`src/rtl/gpio_pkg.sv`:
```
// Shared definitions for the GPIO lite register port: register map and the
// access-arbiter FSM encoding.
package gpio_pkg;

  localparam logic [5:0] DIRECTION_MODE = 6'h04;
  localparam logic [5:0] OUTPUT_ENABLE  = 6'h08;
  localparam logic [5:0] OUTPUT_VALUE   = 6'h0C;
  localparam logic [5:0] INPUT_VALUE    = 6'h10;
  localparam logic [5:0] INT_STATUS     = 6'h20;

  typedef enum logic [1:0] {
    StIdle    = 2'd0,
    StIssue   = 2'd1,
    StCapture = 2'd2,
    StResp    = 2'd3
  } gpio_state_e;

endpackage

```
`src/rtl/gpio_rr_arbiter.sv`:
```
// Combinational round-robin picker: first requester at or after rr_ptr wins,
// wrapping modulo NUM_REQ.
module gpio_rr_arbiter #(
  parameter int unsigned NUM_REQ = 2,
  parameter int unsigned IdxW    = 1
) (
  input  logic [NUM_REQ-1:0] req,
  input  logic [IdxW-1:0]    rr_ptr,
  output logic [NUM_REQ-1:0] grant,
  output logic [IdxW-1:0]    winner
);

  localparam int unsigned SumW = IdxW + 1;

  logic [SumW-1:0] sum;
  logic [IdxW-1:0] idx;
  logic            found;

  always_comb begin
    grant  = '0;
    winner = '0;
    found  = 1'b0;
    sum    = '0;
    idx    = '0;
    for (int unsigned k = 0; k < NUM_REQ; k++) begin
      sum = {1'b0, rr_ptr} + SumW'(k);
      if (sum >= SumW'(NUM_REQ)) begin
        sum = sum - SumW'(NUM_REQ);
      end
      idx = sum[IdxW-1:0];
      if (!found && req[idx]) begin
        found      = 1'b1;
        grant[idx] = 1'b1;
        winner     = idx;
      end
    end
  end

endmodule

```
`src/rtl/gpio_access_arbiter.sv`:
```
// Shares one GPIO lite register port between NUM_REQ requesters with a
// round-robin grant and a single transaction in flight.
module gpio_access_arbiter
  import gpio_pkg::*;
#(
  parameter int unsigned NUM_REQ = 2,
  parameter int unsigned AW      = 6,
  parameter int unsigned DW      = 16
) (
  input  logic                  pclk,
  input  logic                  n_reset,
  input  logic [NUM_REQ-1:0]    req_valid,
  input  logic [NUM_REQ-1:0]    req_write,
  input  logic [NUM_REQ*AW-1:0] req_addr,
  input  logic [NUM_REQ*DW-1:0] req_wdata,
  output logic [NUM_REQ-1:0]    req_ready,
  output logic [NUM_REQ-1:0]    rsp_valid,
  output logic [DW-1:0]         rsp_rdata,
  input  logic [NUM_REQ-1:0]    rsp_ready,
  output logic                  read,
  output logic                  write,
  output logic [AW-1:0]         addr,
  output logic [DW-1:0]         wdata,
  input  logic [DW-1:0]         rdata
);

  localparam int unsigned IdxW = (NUM_REQ > 1) ? $clog2(NUM_REQ) : 1;

  gpio_state_e     state_q, state_d;
  logic [IdxW-1:0] rr_ptr_q, rr_ptr_d;
  logic [IdxW-1:0] winner_q, winner_d;
  logic            cmd_write_q, cmd_write_d;
  logic [AW-1:0]   cmd_addr_q, cmd_addr_d;
  logic [DW-1:0]   cmd_wdata_q, cmd_wdata_d;
  logic [DW-1:0]   rsp_rdata_q, rsp_rdata_d;

  logic [NUM_REQ-1:0] arb_grant;
  logic [IdxW-1:0]    arb_winner;

  gpio_rr_arbiter #(
    .NUM_REQ(NUM_REQ),
    .IdxW   (IdxW)
  ) u_rr_arbiter (
    .req   (req_valid),
    .rr_ptr(rr_ptr_q),
    .grant (arb_grant),
    .winner(arb_winner)
  );

  always_ff @(posedge pclk) begin
    if (!n_reset) begin
      state_q     <= StIdle;
      rr_ptr_q    <= '0;
      winner_q    <= '0;
      cmd_write_q <= 1'b0;
      cmd_addr_q  <= '0;
      cmd_wdata_q <= '0;
      rsp_rdata_q <= '0;
    end else begin
      state_q     <= state_d;
      rr_ptr_q    <= rr_ptr_d;
      winner_q    <= winner_d;
      cmd_write_q <= cmd_write_d;
      cmd_addr_q  <= cmd_addr_d;
      cmd_wdata_q <= cmd_wdata_d;
      rsp_rdata_q <= rsp_rdata_d;
    end
  end

  always_comb begin
    state_d     = state_q;
    rr_ptr_d    = rr_ptr_q;
    winner_d    = winner_q;
    cmd_write_d = cmd_write_q;
    cmd_addr_d  = cmd_addr_q;
    cmd_wdata_d = cmd_wdata_q;
    rsp_rdata_d = rsp_rdata_q;
    req_ready   = '0;
    rsp_valid   = '0;
    rsp_rdata   = '0;
    read        = 1'b0;
    write       = 1'b0;
    addr        = '0;
    wdata       = '0;

    unique case (state_q)
      StIdle: begin
        if (|req_valid) begin
          req_ready   = arb_grant;
          winner_d    = arb_winner;
          cmd_write_d = req_write[arb_winner];
          cmd_addr_d  = req_addr[arb_winner*AW +: AW];
          cmd_wdata_d = req_wdata[arb_winner*DW +: DW];
          rr_ptr_d    = (arb_winner == IdxW'(NUM_REQ - 1)) ? '0 : arb_winner + 1'b1;
          state_d     = StIssue;
        end
      end
      StIssue: begin
        read  = !cmd_write_q;
        write = cmd_write_q;
        addr  = cmd_addr_q;
        wdata = cmd_wdata_q;
        if (cmd_write_q) begin
          // Write acks carry zero data.
          rsp_rdata_d = '0;
          state_d     = StResp;
        end else begin
          state_d = StCapture;
        end
      end
      StCapture: begin
        // Subunit read data is registered: valid one cycle after the strobe.
        rsp_rdata_d = rdata;
        state_d     = StResp;
      end
      StResp: begin
        rsp_valid[winner_q] = 1'b1;
        rsp_rdata           = rsp_rdata_q;
        if (rsp_ready[winner_q]) begin
          state_d = StIdle;
        end
      end
      default: state_d = StIdle;
    endcase
  end

endmodule

```
`config.mk`:
```
export PLATFORM = sky130hd
export DESIGN_NAME = gpio_access_arbiter
export DESIGN_NICKNAME = d
export VERILOG_FILES = /design/src/rtl/gpio_pkg.sv /design/src/rtl/gpio_rr_arbiter.sv /design/src/rtl/gpio_access_arbiter.sv
export SDC_FILE = /design/constraint.sdc
export NUM_CORES = 1
export LEC_CHECK = 0
export ABC_AREA = 1
export CAP_MARGIN = 20
export CORE_UTILIZATION = 45
export CTS_BUF_LIST = sky130_fd_sc_hd__clkbuf_4
export CTS_CLUSTER_SIZE = 8
export DETAILED_ROUTE_END_ITERATION = 12
export PLACE_DENSITY_LB_ADDON = 0.12
export SLEW_MARGIN = 25
export SYNTH_ARGS = -nofsm -noshare
export SYNTH_HDL_FRONTEND = slang
export SYNTH_SLANG_ARGS = --single-unit
```
`constraint.sdc`:
```
create_clock -name pclk -period 3.8 [get_ports pclk]
set_clock_uncertainty 0.2 [all_clocks]
set_input_delay 0.57 -clock pclk [delete_from_list [all_inputs] [get_ports pclk]]
set_output_delay 0.57 -clock pclk [all_outputs]
set_load 0.005 [all_outputs]
```
==> out/results.ini, run 1 <==
[sta]
maxSlewViolCount = 0
finalHoldViolCount = 0
fmax_ghz = 0.342
finalCriticalPeriod_ns = 2.92
timing.slew.headroom_pct = 39.4
period_share_pct = 77.0
final-setup-viol-count = 0
setup_tns_ns = 0
tightestPinTransition_ns = 0.903
rsz0062_at_grt = false

[floorplan]
coreArea_mm2 = 0.00514
dieArea_mm2 = 0.00566
start_util_pct = 47.0
die_w_um = 75.2
die_h_um = 75.2
io_pins = 112
std_cell_rows = 26

[setup_path]
reg2reg_depth = 8
crit_path_end_kind = output port
r2r-end = rsp_rdata_q[7]
crit_path_start = req_valid[1]
crit_type = primary input to output port
cp-start-kind = primary input
critical_path.max_fanout = 24
cp.required_ns = 3.03
crit_path_end = req_ready[0]
rr_startpoint = state_q[1]
ff2ff_setup_slack_ns = 1.82
cp.arrival_ns = 2.15

[cts]
clock_path_buffers = 2
clk_latency_ns = 0.34
cts_tree = yes
clk_pin_slew_worst_paths_ns = 0.13
post_cts_resized = 0
cts_hold_buffers = 0
h-tree-depth = 2
cts_sinks = 43
post_cts.repair.setup_buffers = 0
numCtsBuffers = 5
clockRootBuffer = clkbuf_4

[place]
place_area_mm2 = 0.00354
hpwl_mm = 4.39
gp_congestion = 0.816
port_buffers = 111

[detailed_routing]
routed_via_density = 4.50
dr.pass1.iters = 4
drc = 0
wl_per_cell_um = 10.5
ant_nets = 0
drt_iter0_drc = 104
route.vias.total = 2589
finalWirelength_mm = 6.02

[layout]
fill_cells = 482
drive_gt1_share_pct = 7.92
antenna_cells = 0
num-nets-final = 576
syn_to_final_growth_pct = 50.2
final_area_mm2 = 0.00362

[synth]
yosys_register_bits = 43
syn_area_mm2 = 0.00241
avgSynthCellArea_um2 = 6.06
yosys_warnings = 0
yosysSeqAreaShare_pct = 35.7
ys_types = 17
synth_cells = 398
synth.top_cell.area_share_pct = 35.7
yosysTopAreaCell = dfxtp_1
synth_area_leaders = dfxtp_1 (36%), nand2_1 (21%), inv_1 (12%)
syn_nets = 470

[power]
irDropWorstVdd_mv = 0.244
p_leak_nw = 1.89
power.density_mw_per_mm2 = 482

[global_route]
antenna_found_initial = 0
grt.total_usage_pct = 21.6
grt_pass1_vias = 2213
grt-ovfl-total = 0
grt_pass1_wl_mm = 9.42
grt_max_degree = 32

[run_status]
status = completed

[job]
maxCapViolCount = 0

[worst_hold_path]
hp-class = flop to flop

## layout make-up
cell class | instances | area [um^2] | share of cell area (%)
well taps | 70 | 87.6 | 2.42
clock buffers | 5 | 37.5 | 1.04
repair buffers | 117 | 1160 | 31.9
flip-flops and latches | 43 | 861 | 23.7
clock inverters | 3 | 43.8 | 1.21
inverters | 77 | 289 | 7.97
multi-input cells | 260 | 1150 | 31.7
## worst max-delay path, cell delays in order
cell	delay, ns
clkdlybuf4s50_1	0.50
nand2_2	0.12
buf_4	0.27
nand2_1	0.11
inv_1	0.07
clkdlybuf4s50_1	0.50
## synth_stat cells
master    number
nor2_4         1
clkbuf_1       7
buf_4          3
nor2_1        51
ha_1           4
nor2_2        19
a21oi_4        1
nand2_1      133
nand3_1       26
inv_1         76
dfxtp_1       43
buf_6          4
o21ai_2        1
nand2_2        3
inv_2          1
buf_2          4
a21oi_1       21
## worst min-delay path by stage
stage | startpoint | endpoint | slack, ns | depth (start not counted)
4_1_cts | rsp_rdata_q[15] | rsp_rdata_q[15] | 0.27 | 2
5_1_grt | rsp_rdata_q[10] | rsp_rdata_q[10] | 0.29 | 2
2_1_floorplan | rsp_rdata_q[10] | rsp_rdata_q[10] | 0.24 | 2
6_report | rsp_rdata_q[8] | rsp_rdata_q[8] | 0.27 | 2
3_5_place_dp | rsp_rdata_q[15] | rsp_rdata_q[15] | 0.25 | 2
3_3_place_gp | rsp_rdata_q[15] | rsp_rdata_q[15] | 0.25 | 2
## where the power goes
part           switching, mW  internal (mW)  leakage, nW  total, mW
combinational          0.476          0.355         1.49      0.831
clock                  0.150          0.139       0.0452      0.288
sequential            0.0632          0.563        0.352      0.627
total                  0.689           1.06         1.89       1.75
## metrics by stage
step                      std cells  hold WS (ns)  setup WS [ns]  power [mW]  util, %
after global placement          567         0.248          0.927        1.45     68.9
after CTS                       575         0.272          0.882        1.76     70.5
final                           575         0.271          0.876        1.75     70.5
after global routing            575         0.290          0.814        1.89     70.5
after detailed placement        567         0.252          0.888        1.47     68.9
after floorplan                 398         0.239           1.94        1.21        -
## flip-flops by register name, summed over array words and instances, names as in the netlist
| register | cells |
|---|---|
| cmd_write_q | 1 |
| winner_q | 1 |
| rr_ptr_q | 1 |
| state_q | 2 |
| rsp_rdata_q | 16 |
| cmd_addr_q | 6 |
| cmd_wdata_q | 16 |
## cells in the final DEF (no fill, tap or decap), drive strengths merged
| cell type | n |
|---|---|
| dfxtp | 43 |
| clkdlybuf4s50 | 111 |
| o21ai | 1 |
| bufinv | 1 |
| clkinv | 3 |
| buf | 6 |
| a21oi | 22 |
| ha | 4 |
| clkbuf | 5 |
| nand3 | 26 |
| inv | 76 |
| nor2 | 71 |
| nand2 | 136 |
## cells by family after synthesis
kind of cell             count (synthesis)  share of synthesized area (%)
AO/OA/AOI/OAI                           23                           5.39
buffers and inverters                   95                           16.7
AND/OR/NAND/NOR                        233                           40.2
flip-flops                              43                           35.7
adder cells (fa/ha/maj)                  4                           2.07
## per-layer routing
metal / share of wire (%) / vias to the layer above / GRT usage, %
li1: - / 1371 / -
met1: 42 / 1121 / 24.6
met2: 49 / 88 / 39.7
met3: 6.7 / 9 / 4.42
met4: 1.7 / 0 / 7.82
met5: 0 / - / 0
No activity file was read; power rests on OpenSTA's default activity.
==> run 2, diff against run 1 <==
--- a/config.mk
+++ b/config.mk
@@ -7,7 +7,7 @@
 export LEC_CHECK = 0
 export ABC_AREA = 1
 export CAP_MARGIN = 20
-export CORE_UTILIZATION = 45
+export CORE_UTILIZATION = 39
 export CTS_BUF_LIST = sky130_fd_sc_hd__clkbuf_4
 export CTS_CLUSTER_SIZE = 8
 export DETAILED_ROUTE_END_ITERATION = 12
==> constraint.sdc (replaced) <==
create_clock -name pclk -period 2.5 [get_ports pclk]
set_clock_uncertainty 0.2 [all_clocks]
set_input_delay 0.375 -clock pclk [delete_from_list [all_inputs] [get_ports pclk]]
set_output_delay 0.375 -clock pclk [all_outputs]
set_load 0.005 [all_outputs]
==> out/results.ini, run 2 (synthesized netlist as in run 1, its figures left out) <==
[layout]
top_regs = cmd_wdata_q: 16 flops, rsp_rdata_q: 16 flops, cmd_addr_q: 6 flops
final_common_cell = nand2_1
syn_to_final_growth_pct = 53.6
layout_common_cells = nand2_1 (133), clkdlybuf4s50_1 (111), inv_1 (73), nor2_1 (51), dfxtp_1 (42)
antenna_cells = 0  ; unchanged
drive_gt1_share_pct = 9.47  ; +1.5 points
fin_cells = 582  ; +1.2%
num-nets-final = 578  ; +0.35%
fill_cells = 568  ; +18%

[global_route]
grt_pass1_vias = 2383  ; +7.7%
grt.total_usage_pct = 20.5  ; -1.1 points
antenna_found_initial = 0  ; unchanged
grt_max_degree = 42  ; +31%
grt_pass1_wl_mm = 10.4  ; +10%
grt-ovfl-total = 0  ; unchanged

[place]
place_ws_ns = 0.160  ; -0.728 ns
numPlacedInstances = 574  ; +1.2%
port_buffers = 111  ; unchanged
gp_congestion = 0.786  ; -3.7%
hpwl_mm = 4.30  ; -1.9%

[floorplan]
dieArea_mm2 = 0.00651  ; +15%
io_pins = 112  ; unchanged
die_h_um = 80.7  ; +7.2%
std_cell_rows = 28  ; +7.7%
start_util_pct = 40.5  ; -6.4 points
coreArea_mm2 = 0.00596  ; +16%
die_w_um = 80.7  ; +7.2%

[setup_path]
cp.required_ns = 1.92  ; -1.11 ns
crit_path_end_kind = output port
cp-start-kind = flop
crit_type = flop to output port
critical_path.max_fanout = 11  ; -54%
rr_startpoint = state_q[1]
cp.arrival_ns = 1.79  ; -0.36 ns
crit_path_start = state_q[1]

[sta]
finalHoldViolCount = 0  ; unchanged
tightestPinTransition_ns = 0.447  ; -0.456 ns
setup_tns_ns = 0  ; unchanged
period_share_pct = 94.8
timing.hold.ws_ns = 0.273  ; +0.00166 ns
final-setup-viol-count = 0  ; unchanged
final.setup.worst_slack_ns = 0.130  ; -0.746 ns
maxSlewViolCount = 0  ; unchanged
timing.slew.headroom_pct = 70.2  ; +31 points
rsz0062_at_grt = false
finalCriticalPeriod_ns = 2.37
fmax_ghz = 0.422

[cts]
cts_tree = yes
clk_pin_slew_worst_paths_ns = 0.13  ; about the same
h-tree-depth = 2  ; unchanged
post_cts.repair.setup_buffers = 0  ; unchanged
clockRootBuffer = clkbuf_4
numCtsBuffers = 5  ; unchanged
clock_path_buffers = 2  ; unchanged
cts_sinks = 43  ; unchanged
clk_latency_ns = 0.35  ; about the same

[detailed_routing]
ant_nets = 0  ; unchanged
route.vias.total = 2559  ; -1.2%
drt_iter0_drc = 72  ; -31%
finalWirelength_mm = 6.19  ; +2.9%
dr.pass1.iters = 6  ; +2
drc = 0  ; unchanged
routed_via_density = 4.40  ; -2.3%
wl_per_cell_um = 10.6  ; +1.7%

[power]
power.total_mw = 2.85  ; +63%
power.density_mw_per_mm2 = 768  ; +60%
irDropWorstVdd_mv = 0.363  ; +49%
p_leak_nw = 1.91  ; +1.1%

[run_status]
status = completed

[job]
maxCapViolCount = 0  ; unchanged

[worst_hold_path]
min_from = rsp_rdata_q[5]
hp-class = flop to flop

==> run 2: worst max-delay path: stages, from the launching register on <==
cell	delay, ns
dfxtp_1	0.36
inv_2	0.11
ha_4	0.16
buf_6	0.15
nand2_1	0.07
inv_2	0.09
clkdlybuf4s50_1	0.50
==> run 2: report_power, final <==
group	internal, mW	switching (mW)	total, mW
clock network	0.311	0.227	0.538
logic	0.593	0.757	1.35
registers	0.858	0.102	0.960
==> run 2: routing by layer <==
metal | GRT usage, % | wire (um) | up-vias
met5 | 0 | 0 | -
met4 | 5.89 | 82 | 0
met3 | 5.80 | 531 | 8
met2 | 37.5 | 2930 | 86
met1 | 22.7 | 2650 | 1092
li1 | - | - | 1373
==> run 2: final timing paths <==
path                     endpoint  slack (ns)  cells past startpoint
hold / removal     rsp_rdata_q[5]        0.27                      2
hold reg to reg    rsp_rdata_q[5]        0.27                      2
setup / recovery            write        0.13                      6
setup reg to reg  rsp_rdata_q[13]        0.69                      8
==> run 2: layout make-up <==
| type | instances | area, um^2 | share of cell area [%] |
|---|---|---|---|
| Timing Repair Buffer | 119 | 1180 | 31.9 |
| Multi-Input combinational cell | 260 | 1170 | 31.7 |
| Tap cell | 75 | 93.8 | 2.53 |
| Clock buffer | 5 | 37.5 | 1.01 |
| Inverter | 77 | 289 | 7.80 |
| Sequential cell | 43 | 862 | 23.3 |
| Clock inverter | 3 | 67.6 | 1.82 |
==> run 2: what timing repair did <==
action | 4_1_cts | 5_1_grt
setup endpoints to repair | 2 | 33
hold buffers | 0 | 0
resized for setup | 4 | 7
==> run 2: metrics by stage <==
stage | utilization [%] | area, um^2
4_1_cts | 61.8 | 3680
3_3_place_gp | 59.9 | 3560
3_5_place_dp | 59.9 | 3560
6_report | 62.2 | 3710
2_1_floorplan | - | 2410
5_1_grt | 62.2 | 3710
